==> src/rtl/ps2_kbd_fifo.sv <==
// PS/2 keyboard receiver: synchronizes the raw PS/2 lines, deframes 11-bit frames
// with odd-parity/stop validation, and queues accepted bytes in a show-ahead FIFO.
module ps2_kbd_fifo #(
  parameter int unsigned FIFO_DEPTH     = 8,
  parameter int unsigned TIMEOUT_CYCLES = 50000
) (
  input  logic       clk,
  input  logic       rst,
  input  logic       ps2_clk,
  input  logic       ps2_data,
  input  logic       read_enable,
  output logic [7:0] data,
  output logic       ready,
  output logic       overflow
);

  localparam int unsigned AW = $clog2(FIFO_DEPTH);
  localparam int unsigned TW = $clog2(TIMEOUT_CYCLES + 1);

  typedef enum logic [1:0] {
    IDLE,
    RECV,
    CHECK
  } state_t;

  state_t        state, state_next;
  logic          clk_s1, clk_s2, clk_d;
  logic          dat_s1, dat_s2;
  logic          fall;
  logic [3:0]    bit_cnt;
  logic [TW-1:0] tmo_cnt;
  logic          tmo_hit;
  logic [10:0]   frame;
  logic          frame_ok;
  logic          push;

  logic [7:0]    mem [FIFO_DEPTH];
  logic [AW:0]   wptr, rptr;
  logic          empty, full, pop, wr_en, drop;

  // clk_d holds the previous synchronized PS/2 clock for edge detection
  always_ff @(posedge clk or negedge rst) begin
    if (!rst) begin
      clk_s1 <= 1'b1;
      clk_s2 <= 1'b1;
      clk_d  <= 1'b1;
      dat_s1 <= 1'b1;
      dat_s2 <= 1'b1;
    end else begin
      clk_s1 <= ps2_clk;
      clk_s2 <= clk_s1;
      clk_d  <= clk_s2;
      dat_s1 <= ps2_data;
      dat_s2 <= dat_s1;
    end
  end

  assign fall     = clk_d & ~clk_s2;
  assign tmo_hit  = (tmo_cnt == TW'(TIMEOUT_CYCLES - 1));
  assign frame_ok = (^frame[9:1]) & frame[10];

  always_ff @(posedge clk or negedge rst) begin
    if (!rst) state <= IDLE;
    else      state <= state_next;
  end

  always_comb begin
    state_next = state;
    push       = 1'b0;
    case (state)
      IDLE:  if (fall && !dat_s2) state_next = RECV;
      RECV: begin
        if (fall) begin
          if (bit_cnt == 4'd10) state_next = CHECK;
        end else if (tmo_hit) begin
          state_next = IDLE;
        end
      end
      CHECK: begin
        push       = frame_ok;
        state_next = IDLE;
      end
      default: state_next = IDLE;
    endcase
  end

  always_ff @(posedge clk or negedge rst) begin
    if (!rst) begin
      bit_cnt <= '0;
      tmo_cnt <= '0;
      frame   <= '0;
    end else begin
      case (state)
        IDLE: begin
          tmo_cnt <= '0;
          if (fall && !dat_s2) begin
            frame[0] <= 1'b0;
            bit_cnt  <= 4'd1;
          end
        end
        RECV: begin
          if (fall) begin
            frame[bit_cnt] <= dat_s2;
            tmo_cnt        <= '0;
            bit_cnt        <= (bit_cnt == 4'd10) ? 4'd0 : bit_cnt + 4'd1;
          end else if (tmo_hit) begin
            tmo_cnt <= '0;
            bit_cnt <= '0;
          end else begin
            tmo_cnt <= tmo_cnt + 1'b1;
          end
        end
        default: begin
          tmo_cnt <= '0;
          bit_cnt <= '0;
        end
      endcase
    end
  end

  assign empty = (wptr == rptr);
  assign full  = (wptr[AW-1:0] == rptr[AW-1:0]) && (wptr[AW] != rptr[AW]);
  assign pop   = read_enable & ~empty;
  // a pop frees the slot in the same cycle, so a full FIFO still accepts the push
  assign wr_en = push & (~full | pop);
  assign drop  = push & full & ~pop;

  always_ff @(posedge clk) begin
    if (wr_en) mem[wptr[AW-1:0]] <= frame[8:1];
  end

  always_ff @(posedge clk or negedge rst) begin
    if (!rst) begin
      wptr     <= '0;
      rptr     <= '0;
      overflow <= 1'b0;
    end else begin
      if (wr_en) wptr <= wptr + 1'b1;
      if (pop)   rptr <= rptr + 1'b1;
      if (drop)     overflow <= 1'b1;
      else if (pop) overflow <= 1'b0;
    end
  end

  assign ready = ~empty;
  assign data  = empty ? '0 : mem[rptr[AW-1:0]];

endmodule
==> config.mk <==
export PLATFORM = sky130hd
export DESIGN_NAME = ps2_kbd_fifo
export DESIGN_NICKNAME = d
export VERILOG_FILES = /design/src/rtl/ps2_kbd_fifo.sv
export SDC_FILE = /design/constraint.sdc
export NUM_CORES = 1
export LEC_CHECK = 0
export ABC_AREA = 1
export CAP_MARGIN = 30
export CORE_ASPECT_RATIO = 0.75
export CORE_MARGIN = 4
export CORE_UTILIZATION = 40
export CTS_CLUSTER_DIAMETER = 60
export DETAILED_ROUTE_END_ITERATION = 6
export SYNTH_ARGS = -nofsm -noshare
export SYNTH_HDL_FRONTEND = slang
export SYNTH_SLANG_ARGS = --single-unit
export TNS_END_PERCENT = 20
==> constraint.sdc <==
create_clock -name clk -period 3.8 [get_ports clk]
set_clock_uncertainty 0.1 [all_clocks]
set_input_delay 0.57 -clock clk [delete_from_list [all_inputs] [get_ports clk]]
set_output_delay 0.57 -clock clk [all_outputs]
set_load 0.1 [all_outputs]
==> results of run 1 <==
[stage by stage]
step	utilization	hold slack [ns]
detailed placement	0.4429	0.2468
global route	0.4687	0.03808
finish	0.4687	0.02086
global placement	0.4412	0.2469
floorplan	-	0.1744
CTS	0.4681	0.01821
[sequential cells by signal, summed over array words and instances (netlist names)]
name      count
mem          64
tmo_cnt      16
frame        10
bit_cnt       4
rptr          4
wptr          4
state         2
clk_d         1
clk_s1        1
clk_s2        1
dat_s1        1
dat_s2        1
overflow      1
[Yosys cell counts]
| master | instances | share of area |
|---|---|---|
| sky130_fd_sc_hd__buf_4 | 1 | 0.0015 |
| sky130_fd_sc_hd__inv_1 | 39 | 0.029 |
| sky130_fd_sc_hd__a21oi_2 | 1 | 0.0018 |
| sky130_fd_sc_hd__clkbuf_1 | 2 | 0.0015 |
| sky130_fd_sc_hd__nand3_1 | 18 | 0.018 |
| sky130_fd_sc_hd__dfrtp_1 | 41 | 0.21 |
| sky130_fd_sc_hd__a31oi_1 | 18 | 0.023 |
| sky130_fd_sc_hd__xor2_1 | 6 | 0.011 |
| sky130_fd_sc_hd__nor3_4 | 2 | 0.0066 |
| sky130_fd_sc_hd__nor3_2 | 1 | 0.0020 |
| sky130_fd_sc_hd__dfstp_2 | 5 | 0.026 |
| sky130_fd_sc_hd__o21ai_0 | 46 | 0.046 |
| sky130_fd_sc_hd__buf_2 | 11 | 0.011 |
| sky130_fd_sc_hd__nor2_4 | 1 | 0.0023 |
| sky130_fd_sc_hd__nand4_2 | 2 | 0.0050 |
| sky130_fd_sc_hd__nand4_1 | 8 | 0.010 |
| sky130_fd_sc_hd__ha_1 | 3 | 0.0076 |
| sky130_fd_sc_hd__inv_2 | 6 | 0.0045 |
| sky130_fd_sc_hd__a21o_1 | 1 | 0.0015 |
| sky130_fd_sc_hd__edfxtp_1 | 64 | 0.39 |
| sky130_fd_sc_hd__nand3_2 | 2 | 0.0040 |
| sky130_fd_sc_hd__and2_1 | 1 | 0.0013 |
| sky130_fd_sc_hd__nand2_2 | 3 | 0.0038 |
| sky130_fd_sc_hd__nor3_1 | 4 | 0.0040 |
| sky130_fd_sc_hd__o31ai_1 | 2 | 0.0030 |
| sky130_fd_sc_hd__buf_6 | 1 | 0.0023 |
| sky130_fd_sc_hd__a21oi_1 | 17 | 0.017 |
| sky130_fd_sc_hd__nor2_1 | 87 | 0.066 |
| sky130_fd_sc_hd__xnor2_1 | 7 | 0.012 |
| sky130_fd_sc_hd__mux2_1 | 1 | 0.0023 |
| sky130_fd_sc_hd__nand2_1 | 76 | 0.057 |
| sky130_fd_sc_hd__and3_1 | 1 | 0.0013 |
| sky130_fd_sc_hd__nor2_2 | 5 | 0.0063 |
| sky130_fd_sc_hd__nor4_1 | 1 | 0.0013 |
| sky130_fd_sc_hd__o21ai_1 | 5 | 0.0050 |
| sky130_fd_sc_hd__o22ai_1 | 8 | 0.010 |
[metal layers]
metal / part of all wire / vias to the layer above / global-route usage
met3: 0.061 / 5 / 0.03530
met1: 0.50 / 1679 / 0.2420
met5: 0 / - / 0
met4: 0.0060 / 0 / 0.04245
met2: 0.43 / 105 / 0.2215
li1: - / 1728 / -
[worst max path at each step]
stage,from,end,slack (ns)
CTS,rptr[1],data[3],0.59
floorplan,rptr[1],data[1],-0.15
global route,rptr[1],data[3],0.41
finish,rptr[1],data[3],0.56
detailed placement,rptr[1],data[3],0.98
global placement,rptr[1],data[1],1.03
[area by class of cell]
cell class              count  area share
clock buffers               9     0.04049
clock inverters             7     0.01327
inverters                  45     0.03036
multi-input cells         327      0.2953
flip-flops and latches    110      0.5535
well taps                 162     0.03644
repair buffers             20     0.03059
[cell families after synthesis]
kind of cell,count (synthesis)
xor gates and xnor gates,13
buffers and inverters,60
AOI/OAI and AO/OA,98
adders and majority gates,3
DFF,110
and+or+nand+nor,212
muxes,1
[power breakdown]
group,switching (mW),total [mW],internal [mW]
logic,1.25,1.63,0.382
clock network,0.454,0.920,0.466
registers,0.145,1.51,1.37
==> results.yml, run 1 <==
cells_and_area:
  final_cells: 680
  layout.cells.most_common: "sky130_fd_sc_hd__nor2_1"
  layout-area-overhead-vs-synth_pct: 12.02
  multi_input_comb_area_um2: 1643
  finish.net_count: 521
  post_route_cells_drive_above_1_share: 0.1178
  diodes: 0
  fillerInstances: 1095
  mostFrequentLayoutCells: "87 x sky130_fd_sc_hd__nor2_1, 76 x sky130_fd_sc_hd__nand2_1, 64 x sky130_fd_sc_hd__edfxtp_1"
  final-seq-area_um2: 3079
  finish.instance_area_um2: 5563
synthesis:
  synth_top_family_by_area: "simple AND/OR/NAND/NOR gates"
  synthesis.instances: 497
  syn-num-nets: 505
  synth-compound-area-share: 0.1076
  synthSimpleGateAreaFrac: 0.1892
  sequential_element_share_of_the_synthesized_area: 0.6201
  ffs_latches_synth: 110
  synth-xor-area-share: 0.02293
  synthesis.area_um2: 4966
  synth.avg_cell_area_um2: 9.992
  synthAdderAreaFrac: 0.007559
  synth_cell_types: 36
  post_synth_mux_area_share: 0.002268
  synth-warning-count: 0
clock_tree:
  clock_latency_ns: 0.35
  clk_pin_slew_ns: 0.07
  clockRootBuffer: "sky130_fd_sc_hd__clkbuf_16"
  clk_path_buf_depth: 2
  tritoncts: "done"
  cts_htree_levels: 3
  cts_inserted_buffers: 9
  tritoncts_num_sinks: 110
  post-cts-setup-buffers: 0
  number_of_hold_buffers_added_after_cts: 0
  postCtsResizedCells: 0
job:
  number_of_violations_of_the_max_capacitance_limit: 0
global_routing:
  grt_max_degree: 35
  groute.usage.overall: 0.1571
  first_global_vias: 3313
  grt_pass1_wl_um: 17420
  antenna_found_initial: 0
  globalRouteOverflowTotal: 0
sta:
  final_critical_path_setup_slack_ns: 0.5637
  fin_crit_ns: 3.236
  final_hold_viol_count: 0
  unrepaired_setup_endpoints_after_global_routing: "no"
  worst_pin_slew_ns: 0.9768
  timing.fmax_mhz: 309.0
  max-slew-margin-rel: 0.3468
  max_slew_violation_total_from_the_final_report: 0
  tns_ns: 0
  report.final.setup_viol: 0
  layout_worst_path_cycle_share: 0.8517
setup_path:
  critPathTopFamily: "flip-flops"
  critical_path_cell_count: 5
  regToRegEndpoint: "mem[0][7]"
  path_class: "reg2out"
  critical_path_peak_fanout: 20
  rr_worst_depth: 10
  setup.worst_path.end_class: "primary output"
  start_kind: "flip-flop"
  critPathMaxStageDelay_ns: 0.79
  timing.critical_path.slowest_stage_cell: "sky130_fd_sc_hd__dfrtp_1"
  timing.critical_path.buf_inv: 2
  crit_path_arrival_time_ns: 2.57
  worst_path_cell_trace: "inv_1, nor2_1, o21ai_0, a31oi_1, buf_4"
  cp_data_required_time_ns: 3.13
  timing.rr.start: "frame[3]"
  timing.reg2reg.setup_slack_ns: 1.18
routing:
  drt-pass1-iter-count: 5
  ant_nets: 0
  route.detailed.vias_per_inst: 5.172
  drt_iter0_markers: 262
  vias: 3517
  totalWireLength_um: 10470
  wire_per_inst_um: 15.40
  drt_drc_violations_left: 0
min_path:
  worstHoldPathType: "in2async"
placement:
  placement.io_buffers: 14
  placedCellCount: 663
  place.gp.congestion: 0.8271
  post-place-ws_ns: 0.9844
  dpl-instance-area_um2: 5256
  post-dp-hpwl_um: 7214
power:
  cell_pwr_density_nw_per_um2: 731.5
  finalPower_mw: 4.069
  leakage_nw: 2.155
  vdd_ir_drop_max_mv: 0.6408
outcome:
  run_status: "complete, no violations"
die:
  initial_core_util: 0.4184
  ios: 15
  dieWidth_um: 136.7
  die_h_um: 104.5
  fp.coreArea_um2: 11870
  row_count: 34
  die_area_um2: 14280
Note: power is estimated with default switching activity, not from simulation.
==> run 2: changes to the inputs <==
- CORE_MARGIN: 4 -> 5
==> run 2 against run 1 <==
  * Via count fell by 0.77%
  * Worst setup slack improved by 0.031 ns
  * Critical endpoint is now data[1]
  * Clock power fell by 1%
  * Power fell by 0.63%
  * Core utilization fell by 1.3 points
  * Wire length fell by 3.0%
  * Register-to-register slack got worse by 0.08 ns
  * Largest power group unchanged
  * Critical path depth rose by 1
  * Count of clock-buffer cells in the layout did not move
  * Die area rose by 3.4%
  * Global-route usage fell by 0.95 points
==> results.yml, run 2 (synthesis results as in run 1) <==
cells_and_area:
  final-seq-area_um2: 3079
  layout-area-overhead-vs-synth_pct: 12.09
  mostFrequentLayoutCells: "87 x sky130_fd_sc_hd__nor2_1, 76 x sky130_fd_sc_hd__nand2_1, 64 x sky130_fd_sc_hd__edfxtp_1"
  post_route_cells_drive_above_1_share: 0.1195
  multi_input_comb_area_um2: 1643
  largest_reg_flops: 64
  finish.net_count: 522
  diodes: 0
  fillerInstances: 1142
  layout.cells.most_common: "sky130_fd_sc_hd__nor2_1"
  final_cells: 685
sta:
  max_slew_violation_total_from_the_final_report: 0
  final_hold_viol_count: 0
  worst_pin_slew_ns: 0.9644
  timing.fmax_mhz: 312.0
  layout_worst_path_cycle_share: 0.8435
  report.final.setup_viol: 0
  fin_crit_ns: 3.205
  max-slew-margin-rel: 0.3551
  tns_ns: 0
  unrepaired_setup_endpoints_after_global_routing: "no"
routing:
  ant_nets: 0
  drt-pass1-iter-count: 5
  totalWireLength_um: 10160
  wire_per_inst_um: 14.83
  route.detailed.vias_per_inst: 5.095
  vias: 3490
  drt_drc_violations_left: 0
  drt_iter0_markers: 239
setup_path:
  critical_path_peak_fanout: 20
  start_kind: "flip-flop"
  path_class: "reg2out"
  timing.reg2reg.setup_slack_ns: 1.10
  crit_path_arrival_time_ns: 2.54
  timing.rr.start: "frame[2]"
  setup.worst_path.end_class: "primary output"
  regToRegEndpoint: "mem[6][7]"
  cp_data_required_time_ns: 3.13
  rr_worst_depth: 8
outcome:
  run_status: "complete, no violations"
clock_tree:
  number_of_hold_buffers_added_after_cts: 0
  clockRootBuffer: "sky130_fd_sc_hd__clkbuf_16"
  cts_inserted_buffers: 9
  clk_pin_slew_ns: 0.08
  post-cts-setup-buffers: 0
  cts_htree_levels: 3
  clock_latency_ns: 0.35
  clk_path_buf_depth: 2
  postCtsResizedCells: 0
  tritoncts_num_sinks: 110
  tritoncts: "done"
placement:
  placedCellCount: 669
  placement.io_buffers: 14
  post-dp-hpwl_um: 7112
  place.gp.congestion: 0.7981
power:
  int_power_mw: 2.212
  total_switching_power_mw: 1.832
  power.clock.fraction: 0.225
  combinationalPowerShare: 0.398
  cell_pwr_density_nw_per_um2: 726.4
  seqPwrFrac: 0.377
  power.switching_fraction: 0.4530
  leakage_nw: 2.154
  vdd_ir_drop_max_mv: 0.7266
die:
  row_count: 35
  initial_core_util: 0.4065
  fp.coreArea_um2: 12220
  ios: 15
  die_h_um: 106.5
  dieWidth_um: 138.7
  die_area_um2: 14770
job:
  number_of_violations_of_the_max_capacitance_limit: 0
global_routing:
  grt_pass1_wl_um: 17230
  groute.usage.overall: 0.1476
  antenna_found_initial: 0
  globalRouteOverflowTotal: 0
  first_global_vias: 3322
  grt_max_degree: 35
min_path:
  worstHoldPathType: "in2async"
-- run 2: how the worst max path moves through the flow --
| stage | from | to | slack, ns | cells after the start |
|---|---|---|---|---|
| 2_1_floorplan | rptr[1] | data[1] | -0.15 | 7 |
| 3_3_place_gp | rptr[1] | data[2] | 1.03 | 5 |
| 3_5_place_dp | rptr[1] | data[1] | 1.00 | 7 |
| 4_1_cts | rptr[1] | data[1] | 0.60 | 6 |
| 5_1_grt | rptr[0] | data[3] | 0.37 | 6 |
| 6_report | rptr[1] | data[1] | 0.59 | 6 |
-- run 2: final cells by class --
| type | count | share of cell area |
|---|---|---|
| multi-input cells | 327 | 0.2951 |
| repair buffers | 21 | 0.03192 |
| well taps | 166 | 0.03731 |
| clock inverters | 7 | 0.01169 |
| clock buffers | 9 | 0.04046 |
| inverters | 45 | 0.03034 |
| flip-flops and latches | 110 | 0.5532 |
-- run 2: metal layers --
layer	track usage	part of all wire	up-vias
met1	0.2172	0.51	1678
li1	-	-	1727
met5	0	0	-
met3	0.03462	0.052	12
met4	0.04469	0.013	0
met2	0.2173	0.43	73
-- run 2: per-stage QoR --
stage | utilization | instance area, um2 | setup WS, ns | power (mW) | hold slack [ns]
5_1_grt | 0.4556 | 5567 | 0.3696 | 4.279 | 0.01908
6_report | 0.4556 | 5567 | 0.5946 | 4.043 | 0.009724
4_1_cts | 0.4556 | 5567 | 0.5989 | 4.077 | 0.004926
2_1_floorplan | - | 4972 | -0.1475 | 2.823 | 0.1744
3_5_place_dp | 0.4318 | 5276 | 1.004 | 3.163 | 0.2478
3_3_place_gp | 0.4302 | 5256 | 1.031 | 3.143 | 0.2458
-- run 2: power by group through the flow --
stage          clock network [mW]  logic, mW  registers [mW]
2_1_floorplan                   0       1.36            1.46
5_1_grt                     0.987       1.75            1.55
3_3_place_gp                    0       1.60            1.55
6_report                    0.911       1.61            1.52
4_1_cts                     0.936       1.62            1.52
3_5_place_dp                    0       1.61            1.55
-- run 2: worst max-delay path, stage by stage, from the launching register on --
cell and delay (ns):
sky130_fd_sc_hd__dfrtp_1 0.64, sky130_fd_sc_hd__inv_1 0.59, sky130_fd_sc_hd__o21ai_0 0.21, sky130_fd_sc_hd__o22ai_1 0.14, sky130_fd_sc_hd__o21ai_0 0.11, sky130_fd_sc_hd__a31oi_1 0.18, sky130_fd_sc_hd__buf_4 0.31
==> variant 1, RTL diff (config.mk and constraints of run 2) <==
Change the parameter `TIMEOUT_CYCLES` from 50000 to 200000.
--- a/src/rtl/ps2_kbd_fifo.sv
+++ b/src/rtl/ps2_kbd_fifo.sv
@@ -2,7 +2,7 @@
 // with odd-parity/stop validation, and queues accepted bytes in a show-ahead FIFO.
 module ps2_kbd_fifo #(
   parameter int unsigned FIFO_DEPTH     = 8,
-  parameter int unsigned TIMEOUT_CYCLES = 50000
+  parameter int unsigned TIMEOUT_CYCLES = 200000
 ) (
   input  logic       clk,
   input  logic       rst,
Behaviour: same outputs for any inputs over 10 cycles, from zero or initial values and one cycle with rst low; that may be too few to reach the edited logic, so the function may still have changed.
==> variant 1 against run 2 <==
Worst hold slack improved by 0.052 ns; setup slack improved by 0.060 ns; largest cell class unchanged; sequential cell count rose by 2; final area rose by 3.8%; fmax rose by 1.9%; synthesized area rose by 3.4%; routed wire length rose by 3.1%; clock power rose by 3.6%; total power rose by 7.2%.
==> variant 1: results (changes against run 2) <==
| Metric | Value |
|---|---|
| FF-to-FF End | `mem[3][4] (was mem[6][7])` |
| Synth top area cells | `edfxtp_1 (37%), dfrtp_1 (21%), nor2_1 (6.1%) (was edfxtp_1 (39%), dfrtp_1 (21%), nor2_1 (6.6%))` |
| Final cell count without fillers | `702 (was 685)` |
| Vias | `3572 (was 3490)` |
| WP data arrival | `2.48 ns (was 2.54 ns)` |
| Worst Path Max Fanout | `20 (unchanged)` |
| Syn Nets | `525 (was 505)` |
| Vias in the first global route | `3370 (was 3322)` |
| Maximum clock path buffer count | `2 (unchanged)` |
| Post-CTS Setup Inserts | `0 (unchanged)` |
| Outcome | `finished clean (unchanged)` |
| Initial drt markers | `307 (was 239)` |
| Fin nets | `539 (was 522)` |
| I/O Buffers | `14 (unchanged)` |
| R2R Setup Slk | `1.08 ns (was 1.10 ns)` |
| Worst IR Drop VDD | `511 uV (was 727 uV)` |
| Share of cells above drive strength 1 | `10.6% (was 11.9%)` |
| Commonest cells post-synth | `nor2_1 (84), nand2_1 (79), edfxtp_1 (64) (was nor2_1 (87), nand2_1 (76), edfxtp_1 (64))` |
| First-pass GRT wire length | `17.5 mm (was 17.2 mm)` |
| Met2 WL | `4.59 mm (was 4.35 mm)` |
| Placed Cells incl. Taps | `686 (was 669)` |
| Htree depth | `3 (unchanged)` |
| Synth async-reset ratio | `42.9% (was 41.8%)` |
| Routed wl met3 | `534 um (was 529 um)` |
| Post-Syn Instances | `517 (was 497)` |
| Hold slack | `0.0617 ns (was 0.00972 ns)` |
| Placed Area | `5480 um^2 (was 5280 um^2)` |
| Sequential share of the synthesized area | `61.0% (was 62.0%)` |
| All-layer global routing usage | `14.7% (was 14.8%)` |
| DP Wirelength | `7.22 mm (was 7.11 mm)` |
| Worst Tran Pin Value | `0.968 ns (was 0.964 ns)` |
| Gpl congestion | `0.809 (was 0.798)` |
| Routed WL | `10.5 mm (was 10.2 mm)` |
| Post-synth cell types | `33 (was 36)` |
[variant 1: cell types whose count changed after synthesis, sizes merged, moves of 3 or more]
cell and delta:
a21oi -3, inv +4, nand2 +6, nand3 +8, nor2 -3, nor3 +7
[variant 1: per-stage QoR]
step	setup slack [ns]	util, %
floorplan	0.337	-
global placement	0.993	43.9
detailed placement	0.875	44.1
CTS	0.682	46.5
global route	0.446	46.5
finish	0.654	46.5
[variant 1: worst max-delay path: stages (launching register included)]
cell	delay, ns
dfrtp_1	0.62
inv_1	0.53
o21ai_0	0.20
o22ai_1	0.14
o21ai_0	0.09
a31oi_1	0.21
buf_4	0.33
[variant 1: power breakdown]
part	internal [mW]	switching, mW	total (mW)
logic	0.537	1.32	1.85
registers	1.39	0.145	1.54
clock network	0.519	0.425	0.944
total	2.45	1.88	4.33
[variant 1: worst max-delay path by stage]
| stage | start | end | slack, ns |
|---|---|---|---|
| finish | rptr[1] | data[4] | 0.65 |
| global route | rptr[1] | data[4] | 0.45 |
| CTS | rptr[1] | data[4] | 0.68 |
| detailed placement | read_enable | mem[3][7] | 0.87 |
| global placement | read_enable | mem[3][0] | 0.99 |
| floorplan | wptr[2] | data[0] | 0.34 |
[variant 1: cells by family after synthesis]
group           share of synthesized area, %
compound gates                          9.68
xor+xnor                                2.73
fa+ha+maj                              0.731
buf+inv                                 5.61
flops                                   61.0
simple gates                            20.3
[variant 1: final cells by class]
type,count,area [um^2]
inverters,51,191
flip-flops and latches,112,3130
well taps,166,208
clock inverters,5,66.3
repair buffers,19,238
multi-input cells,338,1720
clock buffers,11,233
fillers,1160,6660
[variant 1: metal layers]
metal  track usage, %  vias up
li1                 -     1785
met1             21.2     1689
met2             22.2       89
met3             3.63        9
met4             4.01        0
met5                0        -
==> variant 2, RTL diff (config.mk and constraints of run 2) <==
Without the edit above. One comparison of `bit_cnt` changes from == to >=.
--- a/src/rtl/ps2_kbd_fifo.sv
+++ b/src/rtl/ps2_kbd_fifo.sv
@@ -71,7 +71,7 @@
       IDLE:  if (fall && !dat_s2) state_next = RECV;
       RECV: begin
         if (fall) begin
-          if (bit_cnt == 4'd10) state_next = CHECK;
+          if (bit_cnt >= 4'd10) state_next = CHECK;
         end else if (tmo_hit) begin
           state_next = IDLE;
         end
Behaviour: same outputs for any inputs over 10 cycles, from zero or initial values and one cycle with rst low; that may be too few to reach the edited logic, so the function may still have changed.
==> variant 2 against run 2 <==
Total power is 10% higher; sequential cell count stayed put; critical path type unchanged; setup slack improved by 0.13 ns; final area grew 2.0%; die area about the same; sequential power up 3%; count of clock-buffer cells in the layout did not move; critical path depth did not move; largest cell class unchanged; clock power rose by 6.6%; synthesized area up 0.10%; largest power group unchanged; register-to-register slack improved by 0.09 ns; routed wire length is 0.82% higher; combinational power up 19%.
==> variant 2: results (changes against run 2) <==
| Metric | Value |
|---|---|
| Outcome | `finished clean (unchanged)` |
| Share of cells above drive strength 1 | `10.8% (was 11.9%)` |
| R2R Setup Slk | `1.19 ns (was 1.10 ns)` |
| Routed WL | `10.2 mm (about the same)` |
| Dpl ws | `1.07 ns (was 1.00 ns)` |
| Slowest CP cell | `inv_1 (was dfrtp_1)` |
| Worst IR Drop VDD | `527 uV (was 727 uV)` |
| Hold slack | `0.0272 ns (was 0.00972 ns)` |
| Vias in the first global route | `3511 (was 3322)` |
| Vias | `3458 (was 3490)` |
| DP Wirelength | `6.98 mm (was 7.11 mm)` |
| Worst Path Max Fanout | `33 (was 20)` |
| Critical Path Sink | `data[5] (was data[1])` |
| Syn Nets | `506 (was 505)` |
| Worst R2R Start | `rptr[1] (was frame[2])` |
| Gpl congestion | `0.839 (was 0.798)` |
| All-layer global routing usage | `15.1% (was 14.8%)` |
| Commonest cells post-synth | `nor2_1 (87), nand2_1 (79), edfxtp_1 (64) (was nor2_1 (87), nand2_1 (76), edfxtp_1 (64))` |
| Post-synth cell types | `31 (was 36)` |
| Pin count of the biggest net entering global routing | `34 (was 35)` |
| LEAKAGE | `2.22 nW (was 2.15 nW)` |
| FF-to-FF End | `mem[2][5] (was mem[6][7])` |
| Initial drt markers | `232 (was 239)` |
| Sequential share of the synthesized area | `61.9% (was 62.0%)` |
| Fin nets | `523 (was 522)` |
| Htree depth | `3 (unchanged)` |
-- variant 2: area by class of cell --
type	instances	area (um^2)
fillers	1117	6540
repair buffers	20	270
flip-flops and latches	110	3080
inverters	39	146
clock inverters	7	90.1
clock buffers	9	225
well taps	166	208
multi-input cells	335	1660
-- variant 2: worst min path at each step --
| stage | end | from | cells after the start |
|---|---|---|---|
| 6_report | tmo_cnt[9] | rst | 1 |
| 5_1_grt | tmo_cnt[9] | rst | 1 |
| 2_1_floorplan | bit_cnt[0] | rst | 0 |
| 3_5_place_dp | clk_s2 | clk_s1 | 0 |
| 3_3_place_gp | clk_s2 | clk_s1 | 0 |
| 4_1_cts | tmo_cnt[14] | rst | 1 |
-- variant 2: metrics by stage --
step,area (um^2),instances
3_3_place_gp,5340,669
4_1_cts,5680,686
6_report,5680,686
5_1_grt,5680,686
2_1_floorplan,4970,498
3_5_place_dp,5360,670
-- variant 2: report_power, final --
group	internal [mW]	switching [mW]	total [mW]
combinational	0.604	1.31	1.92
clock	0.526	0.444	0.971
sequential	1.40	0.170	1.57
-- variant 2: kinds of logic after synthesis --
kind of cell	after synthesis	share of synthesized area, %
compound gates	89	9.74
simple gates	230	20.6
buf+inv	53	4.66
flops	110	61.9
fa+ha+maj	3	0.755
xor+xnor	13	2.29
-- variant 2: layer usage --
layer | up-vias | track usage [%] | share of wire [%]
met1 | 1630 | 20.8 | 48
met5 | - | 0 | 0
met3 | 14 | 4.05 | 5.6
met4 | 0 | 4.75 | 1.5
li1 | 1735 | - | -
met2 | 79 | 23.4 | 45
